`src/rtl/mem_port_arbiter.sv`:
```
// Round-robin arbiter sharing one memory between the CPU port (0) and the boot/debug port (1).
// Holds one registered transaction toward memory; a wait-state timeout aborts hung accesses.
//
// state | meaning
// IDLE  | no transaction; sample requests and grant
// BUSY  | mem_req asserted, waiting for mem_ready or timeout
// DONE  | one-cycle ack/err to the owner; requests ignored
module mem_port_arbiter #(
  parameter int ADDR_W   = 32,
  parameter int DATA_W   = 32,
  parameter int MAX_WAIT = 15
) (
  input  logic              clk,
  input  logic              reset,
  input  logic              m0_req,
  input  logic              m0_we,
  input  logic [ADDR_W-1:0] m0_addr,
  input  logic [DATA_W-1:0] m0_wdata,
  output logic [DATA_W-1:0] m0_rdata,
  output logic              m0_ack,
  output logic              m0_err,
  input  logic              m1_req,
  input  logic              m1_we,
  input  logic [ADDR_W-1:0] m1_addr,
  input  logic [DATA_W-1:0] m1_wdata,
  output logic [DATA_W-1:0] m1_rdata,
  output logic              m1_ack,
  output logic              m1_err,
  output logic              mem_req,
  output logic              mem_we,
  output logic [ADDR_W-1:0] mem_addr,
  output logic [DATA_W-1:0] mem_wdata,
  input  logic [DATA_W-1:0] mem_rdata,
  input  logic              mem_ready,
  output logic              owner,
  output logic              busy
);

  localparam int CNT_W = (MAX_WAIT > 0) ? $clog2(MAX_WAIT + 1) : 1;
  localparam logic [CNT_W-1:0] WAIT_LAST = (MAX_WAIT > 0) ? CNT_W'(MAX_WAIT - 1) : '0;

  typedef enum logic [1:0] {
    IDLE = 2'd0,
    BUSY = 2'd1,
    DONE = 2'd2
  } state_t;

  state_t            state_q;
  logic [CNT_W-1:0]  wait_cnt_q;
  logic              last_grant_q;
  logic              owner_q;
  logic              busy_q;
  logic              mem_req_q;
  logic              mem_we_q;
  logic [ADDR_W-1:0] mem_addr_q;
  logic [DATA_W-1:0] mem_wdata_q;
  logic              m0_ack_q, m1_ack_q;
  logic              m0_err_q, m1_err_q;
  logic [DATA_W-1:0] m0_rdata_q, m1_rdata_q;
  logic              grant_d;
  logic              timeout_d;

  // On contention the port that did not win last time gets the grant.
  assign grant_d   = (m0_req && m1_req) ? ~last_grant_q : m1_req;
  assign timeout_d = (MAX_WAIT != 0) && (wait_cnt_q == WAIT_LAST);

  always_ff @(posedge clk or posedge reset) begin
    if (reset) begin
      state_q      <= IDLE;
      wait_cnt_q   <= '0;
      last_grant_q <= 1'b1;
      owner_q      <= 1'b0;
      busy_q       <= 1'b0;
      mem_req_q    <= 1'b0;
      mem_we_q     <= 1'b0;
      mem_addr_q   <= '0;
      mem_wdata_q  <= '0;
      m0_ack_q     <= 1'b0;
      m1_ack_q     <= 1'b0;
      m0_err_q     <= 1'b0;
      m1_err_q     <= 1'b0;
      m0_rdata_q   <= '0;
      m1_rdata_q   <= '0;
    end else begin
      case (state_q)
        IDLE: begin
          if (m0_req || m1_req) begin
            owner_q      <= grant_d;
            last_grant_q <= grant_d;
            mem_req_q    <= 1'b1;
            mem_we_q     <= grant_d ? m1_we    : m0_we;
            mem_addr_q   <= grant_d ? m1_addr  : m0_addr;
            mem_wdata_q  <= grant_d ? m1_wdata : m0_wdata;
            wait_cnt_q   <= '0;
            busy_q       <= 1'b1;
            state_q      <= BUSY;
          end
        end
        BUSY: begin
          // Ready takes priority over a coincident timeout.
          if (mem_ready || timeout_d) begin
            mem_req_q <= 1'b0;
            state_q   <= DONE;
            if (owner_q) m1_ack_q <= 1'b1;
            else         m0_ack_q <= 1'b1;
            if (mem_ready) begin
              if (!mem_we_q) begin
                if (owner_q) m1_rdata_q <= mem_rdata;
                else         m0_rdata_q <= mem_rdata;
              end
            end else begin
              if (owner_q) m1_err_q <= 1'b1;
              else         m0_err_q <= 1'b1;
            end
          end else if (MAX_WAIT != 0) begin
            wait_cnt_q <= wait_cnt_q + 1'b1;
          end
        end
        DONE: begin
          m0_ack_q <= 1'b0;
          m1_ack_q <= 1'b0;
          m0_err_q <= 1'b0;
          m1_err_q <= 1'b0;
          busy_q   <= 1'b0;
          state_q  <= IDLE;
        end
        default: state_q <= IDLE;
      endcase
    end
  end

  assign mem_req   = mem_req_q;
  assign mem_we    = mem_we_q;
  assign mem_addr  = mem_addr_q;
  assign mem_wdata = mem_wdata_q;
  assign owner     = owner_q;
  assign busy      = busy_q;
  assign m0_ack    = m0_ack_q;
  assign m1_ack    = m1_ack_q;
  assign m0_err    = m0_err_q;
  assign m1_err    = m1_err_q;
  assign m0_rdata  = m0_rdata_q;
  assign m1_rdata  = m1_rdata_q;

endmodule

```
`config.mk`:
```
export PLATFORM = sky130hd
export DESIGN_NAME = mem_port_arbiter
export DESIGN_NICKNAME = d
export VERILOG_FILES = /design/src/rtl/mem_port_arbiter.sv
export SDC_FILE = /design/constraint.sdc
export NUM_CORES = 1
export LEC_CHECK = 0
export ABC_CLOCK_PERIOD_IN_PS = 7500
export CORE_UTILIZATION = 45
export DETAILED_ROUTE_END_ITERATION = 10
export PLACE_DENSITY_LB_ADDON = 0.1
export RECOVER_POWER = 50
export SLEW_MARGIN = 5
export SYNTH_ARGS = -nofsm -noshare
export SYNTH_HDL_FRONTEND = slang
export SYNTH_SLANG_ARGS = --single-unit
```
`constraint.sdc`:
```
create_clock -name clk -period 7.5 [get_ports clk]
set_input_delay 1.125 -clock clk [delete_from_list [all_inputs] [get_ports clk]]
set_output_delay 1.125 -clock clk [all_outputs]
set_load 0.02 [all_outputs]
```
==> flow_summary_export.csv <==
group,metric,value,unit
outcome,status,"finished with violations",
outcome,failed_checks,"max-capacitance violations, max-slew violations",
timing,finClkSkew,0.007617,ns
floorplan,initial_utilization,0.4677,
clock_tree,cts.repair.resized,0,
timing,period_share,0.5177,
pwr,power-per-cell-area,427.7,nW/um^2
routing,drt_wl_total,16570,um
floorplan,die_width,122.8,um
worst_setup_path,slowest_delay,1.48,ns
yosys,ys_warn_count,0,
grt,overflow,0,
clock_tree,cts.sink_count,143,
worst_setup_path,setup.worst_path.class,"primary input to async pin",
clock_tree,clk_transition_reported_paths,0.06,ns
worst_setup_path,critPathLaunchType,"primary input",
hold_path,hp-start,"mem_req$_DFFE_PP0P_",
timing,report.final.slew_viol_count,129,
routing,antenna_violating_nets_post_route,0,
worst_setup_path,worst-path-buf-inv,3,
grt,global_route.usage.total,0.2235,
timing,worst_pin_slew,2.632,ns
worst_setup_path,cp.arrival,4.26,ns
yosys,netlist_top_cells_area,"sky130_fd_sc_hd__dfrtp_1, sky130_fd_sc_hd__mux2_2, sky130_fd_sc_hd__mux2_4",
routing,vias,4519,
timing,final-hold-violation-count,0,
hold_path,hold-path-cell-count,1,
timing,fmax,0.2576,GHz
floorplan,die_area,15080,um^2
worst_setup_path,reg2reg_setup_slack,4.57,ns
finish,p_r_area_growth_vs_syn,56.85,%
grt,grt_antenna_before_repair,0,
finish,non_filler_instances,903,
clock_tree,tritoncts.num_buffers,17,
worst_setup_path,crit_required,7.88,ns
worst_setup_path,critical_path.reg2reg.endpoint,"m0_rdata[16]$_DFFE_PP0P_",
timing,period_minus_slack,3.883,ns
timing,slew_headroom,-0.7644,
worst_setup_path,reg2reg_depth,4,
placed_design,buffer_ports.inserted,302,
clock_tree,h_tree_depth,4,
worst_setup_path,critical-path-top-delay-family,"buffers and inverters",
timing,worst_slack,3.617,ns
yosys,avgSynthCellArea,16.18,um^2
worst_setup_path,critical_path.endpoint_type,"async pin",
worst_setup_path,crit_slowest_cell,"sky130_fd_sc_hd__clkinvlp_2",
floorplan,placeableCoreArea,14040,um^2
clock_tree,clk_root_buffer_cell,"sky130_fd_sc_hd__clkbuf_16",
finish,antenna_cell_count,0,
finish,drive_gt1_frac,0.3195,
clock_tree,ctsLongestPathBuffers,2,
hold_path,min-delay-path-class,"flop to flop",
placed_design,dp_cells,872,
yosys,yosys_register_bits,143,
floorplan,pin_count,303,
yosys,netlist.top_cell.by_area,"sky130_fd_sc_hd__dfrtp_1",
finish,final_util,0.7336,
yosys,synthTopCellsByCount,"sky130_fd_sc_hd__dfrtp_1, sky130_fd_sc_hd__mux2_2, sky130_fd_sc_hd__mux2_4",
worst_setup_path,r2r-start,"state_q[1]$_DFFE_PP0P_",
grt,grt_start_max_net_pins,83,
grt,via_count_of_the_first_global_routing_pass,4824,
routing,avgViaCountPerCell,5.004,
timing,rsz0062_at_grt,"false",
yosys,synth_cell_type_count,31,
yosys,number_of_flops_mapped_to_enable_cells_by_yosys,0,
clock_tree,cts_setup_buffers,0,
finish,final_nets,880,
placed_design,place_congestion,0.7694,
routing,drt_first_pass_iters,4,
routing,initialDrtViolationCount,147,
routing,route.detailed.wl_per_inst,18.35,um
worst_setup_path,critical_path_cell_by_cell,"dlygate4sd3_1 -> clkinvlp_2 -> buf_4",
timing,setup_tns,0,ns
floorplan,rows,43,
yosys,synth_fp_nets,575,
yosys,synth_area,6568,um^2
flow_run,drv.max_cap_violation_count,3,
grt,first_pass_grt_wire_length,25280,um
placed_design,hpwlAfterDp,12220,um
timing,setup-violations-final,0,
yosys,synth_ff_type,"sky130_fd_sc_hd__dfrtp_1",
yosys,post-synth-top-count-cell,"sky130_fd_sc_hd__dfrtp_1",
pwr,vdd_ir_drop_max,0.2097,mV
routing,detail_route.drc_violations,0,
floorplan,overall_die_height,122.8,um
yosys,synth_largest_type_area_fraction,0.5411,
yosys,synth_cells,406,
placed_design,pre_cts_slack,3.599,ns
yosys,synth_sequential_area_ratio,0.5451,
clock_tree,cts_hold_repair.buffers,0,
yosys,synth-async-reset-ratio,1.000,
clock_tree,tritoncts,"done",
clock_tree,insertion_delay,0.41,ns
worst_setup_path,path_max_fanout,82,
hold_path,worstHoldEndpoint,"mem_req$_DFFE_PP0P_",
pwr,leakagePower,4.522,nW
routing by layer:
layer  share of wire  global-route usage  up-vias
met5               0                   0        -
met4           0.024             0.08689        0
met3           0.087             0.07667       24
met2            0.51              0.3848      192
met1            0.38              0.2539     2234
li1                -                   -     2069
cells by family (layout without fill, tap and decap cells):
logic type,after synthesis,after routing,share of synthesized area
AOI/OAI and AO/OA,19,19,0.01810
buffers and inverters,26,343,0.03201
and+or+nand+nor,19,19,0.01924
DFF,143,143,0.5451
adders and majority gates,2,2,0.003810
muxes,197,197,0.3818
where the power goes:
part / switching (mW) / internal, mW / leakage (nW) / total (mW)
sequential: 0.208 / 1.16 / 1.71 / 1.36
combinational: 0.975 / 1.14 / 2.50 / 2.12
clock: 0.308 / 0.614 / 0.315 / 0.922
cells in the final DEF (no fill, tap or decap), types with 2 or more instances in the layout:
master,synthesis,routed
sky130_fd_sc_hd__mux2_4,78,78
sky130_fd_sc_hd__buf_4,5,3
sky130_fd_sc_hd__nor2_1,2,2
sky130_fd_sc_hd__clkbuf_16,0,17
sky130_fd_sc_hd__and3_1,2,2
sky130_fd_sc_hd__nand2_1,4,4
sky130_fd_sc_hd__inv_1,5,4
sky130_fd_sc_hd__bufinv_16,0,5
sky130_fd_sc_hd__clkinv_2,0,2
sky130_fd_sc_hd__clkbuf_8,0,3
sky130_fd_sc_hd__clkdlybuf4s50_1,0,223
sky130_fd_sc_hd__dfrtp_1,142,142
sky130_fd_sc_hd__o21ai_0,9,9
sky130_fd_sc_hd__o41ai_1,2,2
sky130_fd_sc_hd__dlygate4sd3_1,0,79
sky130_fd_sc_hd__nand2b_1,2,2
sky130_fd_sc_hd__clkbuf_1,0,3
sky130_fd_sc_hd__ha_1,2,2
sky130_fd_sc_hd__mux2_2,116,116
sky130_fd_sc_hd__nand3_1,3,3
sky130_fd_sc_hd__mux2i_1,3,3
sky130_fd_sc_hd__a21oi_1,2,2
sky130_fd_sc_hd__clkinvlp_4,0,2
state kept, by name, summed over array words and instances (netlist names):
| signal | count |
|---|---|
| busy | 1 |
| mem_wdata | 32 |
| m1_ack | 1 |
| m1_err | 1 |
| m1_rdata | 32 |
| owner | 1 |
| mem_we | 1 |
| wait_cnt_q | 4 |
| m0_err | 1 |
| state_q | 2 |
| mem_addr | 32 |
| m0_ack | 1 |
| last_grant_q | 1 |
| mem_req | 1 |
| m0_rdata | 32 |
worst max-delay path by stage:
stage,from,end,cells after the start
after floorplan,reset,busy$_DFFE_PP0P_,1
final,reset,mem_addr[29]$_DFFE_PP0P_,3
after global routing,reset,mem_addr[29]$_DFFE_PP0P_,3
after global placement,m0_req,mem_wdata[24]$_DFFE_PP0P_,5
after detailed placement,m0_req,mem_wdata[28]$_DFFE_PP0P_,5
after CTS,m0_req,mem_wdata[28]$_DFFE_PP0P_,5
layout make-up:
type | instances | area, um^2
multi-input combinational | 237 | 2769
tap | 180 | 225.2
inverter | 5 | 20.02
clock buffer | 21 | 470.5
fill | 961 | 3741
timing repair buffer | 307 | 3053
clock inverter | 10 | 183.9
sequential | 143 | 3580
metrics by stage:
step	hold WS [ns]	total power [mW]	area, um^2
after floorplan	0.4660	2.598	6568
after detailed placement	0.4794	3.595	9673
final	0.4816	4.406	10300
after global routing	0.5105	4.622	10300
after CTS	0.4918	4.541	10330
after global placement	0.4630	3.542	9673
No activity file was read; power rests on OpenSTA's default activity.
==> variant: new RTL, same settings <==
Reset style: synchronous (`reset`), changed in one clocked block.
--- a/src/rtl/mem_port_arbiter.sv
+++ b/src/rtl/mem_port_arbiter.sv
@@ -65,5 +65,5 @@
   assign timeout_d = (MAX_WAIT != 0) && (wait_cnt_q == WAIT_LAST);
 
-  always_ff @(posedge clk or posedge reset) begin
+  always_ff @(posedge clk) begin
     if (reset) begin
       state_q      <= IDLE;
Check against the original RTL: differs if reset is asserted again (counterexample within 4 cycles, from zero or initial values and one cycle with reset high); with reset held inactive, the same outputs for 4 cycles.
==> variant against the original RTL <==
The run still ends with capacitance limit, slew limit left; cell area fell by 6.0%; setup slack got worse by 0.77 ns; wire length rose by 14%; area after synthesis fell by 8.7%; sequential cell count did not move; largest cell class is now non-clock buffers; highest routed layer unchanged.
Power is not compared: it rests on default switching activity, and its combinational part moved more than twofold at a synthesized area within 25%.
==> variant: results (changes against the original RTL) <==
dp_slack_ns: 4.121  # was 3.599 ns
first_iter_violations: 505  # was 147
wl_met3_mm: 1.414  # was 1.434 mm
netlist_top_cells_area: "dfxtp_1 (48%), a21oi_1 (12%), mux2i_1 (11%)"  # was dfrtp_1 (54%), mux2_2 (20%), mux2_4 (18%)
place_area_um2: 8994  # was 9673 um^2
post_route_cells_drive_above_1_share_pct: 5.269  # was 31.95%
min_path_cells: 2  # was 1
hpwl_mm: 12.95  # was 12.22 mm
crit-reg2reg-launch: "owner$_SDFFE_PP0P_"  # was state_q[1]$_DFFE_PP0P_
avgSynthCellArea_um2: 9.014  # was 16.18 um^2
grt_pass1_vias: 5980  # was 4824
setup_ws_ns: 2.852  # was 3.617 ns
synth-adder-area-share_pct: 0.4174  # was 0.3810%
min_to: "m0_ack$_SDFFE_PP0P_"  # was mem_req$_DFFE_PP0P_
vias: 6174  # was 4519
r2r_slack_ns: 4.63  # was 4.57 ns
min-delay-start: "m0_ack$_SDFFE_PP0P_"  # was mem_req$_DFFE_PP0P_
grt_pass1_wl_mm: 29.87  # was 25.28 mm
synthArstFlopShare_pct: 0  # was 100.0%
worst_r2r_endpoint: "m1_rdata[26]$_SDFFE_PP0P_"  # was m0_rdata[16]$_DFFE_PP0P_
whs_ns: 0.4663  # was 0.4816 ns
power_mw: 2.267
maxSlewViolCount: 87  # was 129
violations: "capacitance limit, slew limit"  # unchanged
firstDrtPassIters: 7  # was 4
wl_met2_mm: 9.500  # was 8.491 mm
synth_seq_area_share_pct: 47.76  # was 54.51%
synth_top_cells_by_count: "dfxtp_1 (143), a21oi_1 (138), o21ai_0 (69)"  # was dfrtp_1 (142), mux2_2 (116), mux2_4 (78)
cap_violations: 1  # was 3
status: "complete, but fails checks"  # unchanged
grt_util_all_layers_pct: 27.25  # was 22.35%
fin_worst_skew_ns: 0.008067  # was 0.007617 ns
variant: changes by cell type in the layout (fill, tap and decap cells not counted), moves of 4 or more:
cell / before / now
dfxtp_1: 0 / 142
dfrtp_1: 142 / 0
or3_1: 0 / 5
o221ai_1: 0 / 4
mux2_4: 78 / 0
mux2_2: 116 / 0
o21ai_0: 9 / 69
clkdlybuf4s50_1: 223 / 176
mux2i_1: 3 / 65
dlygate4sd3_1: 79 / 125
a21oi_1: 2 / 138
buf_4: 3 / 8
nand3_1: 3 / 66
a211oi_1: 0 / 65
variant: layout make-up:
class	count	area [um^2]
well taps	172	215.2
clock buffers	19	452.9
multi-input cells	441	2819
clock inverters	13	235.2
inverters	4	15.01
fillers	935	3147
repair buffers	310	3077
flip-flops and latches	143	2864
variant: layer usage:
layer  up-vias  track usage [%]
li1       2976                -
met1      2867            29.19
met2       266            46.12
met3        65            8.949
met4         0            17.29
met5         -                0
variant: worst max-delay path: stages:
cell and delay (ns):
buf_4 0.49, clkbuf_1 2.56, nor3_1 0.35, a22o_1 0.34
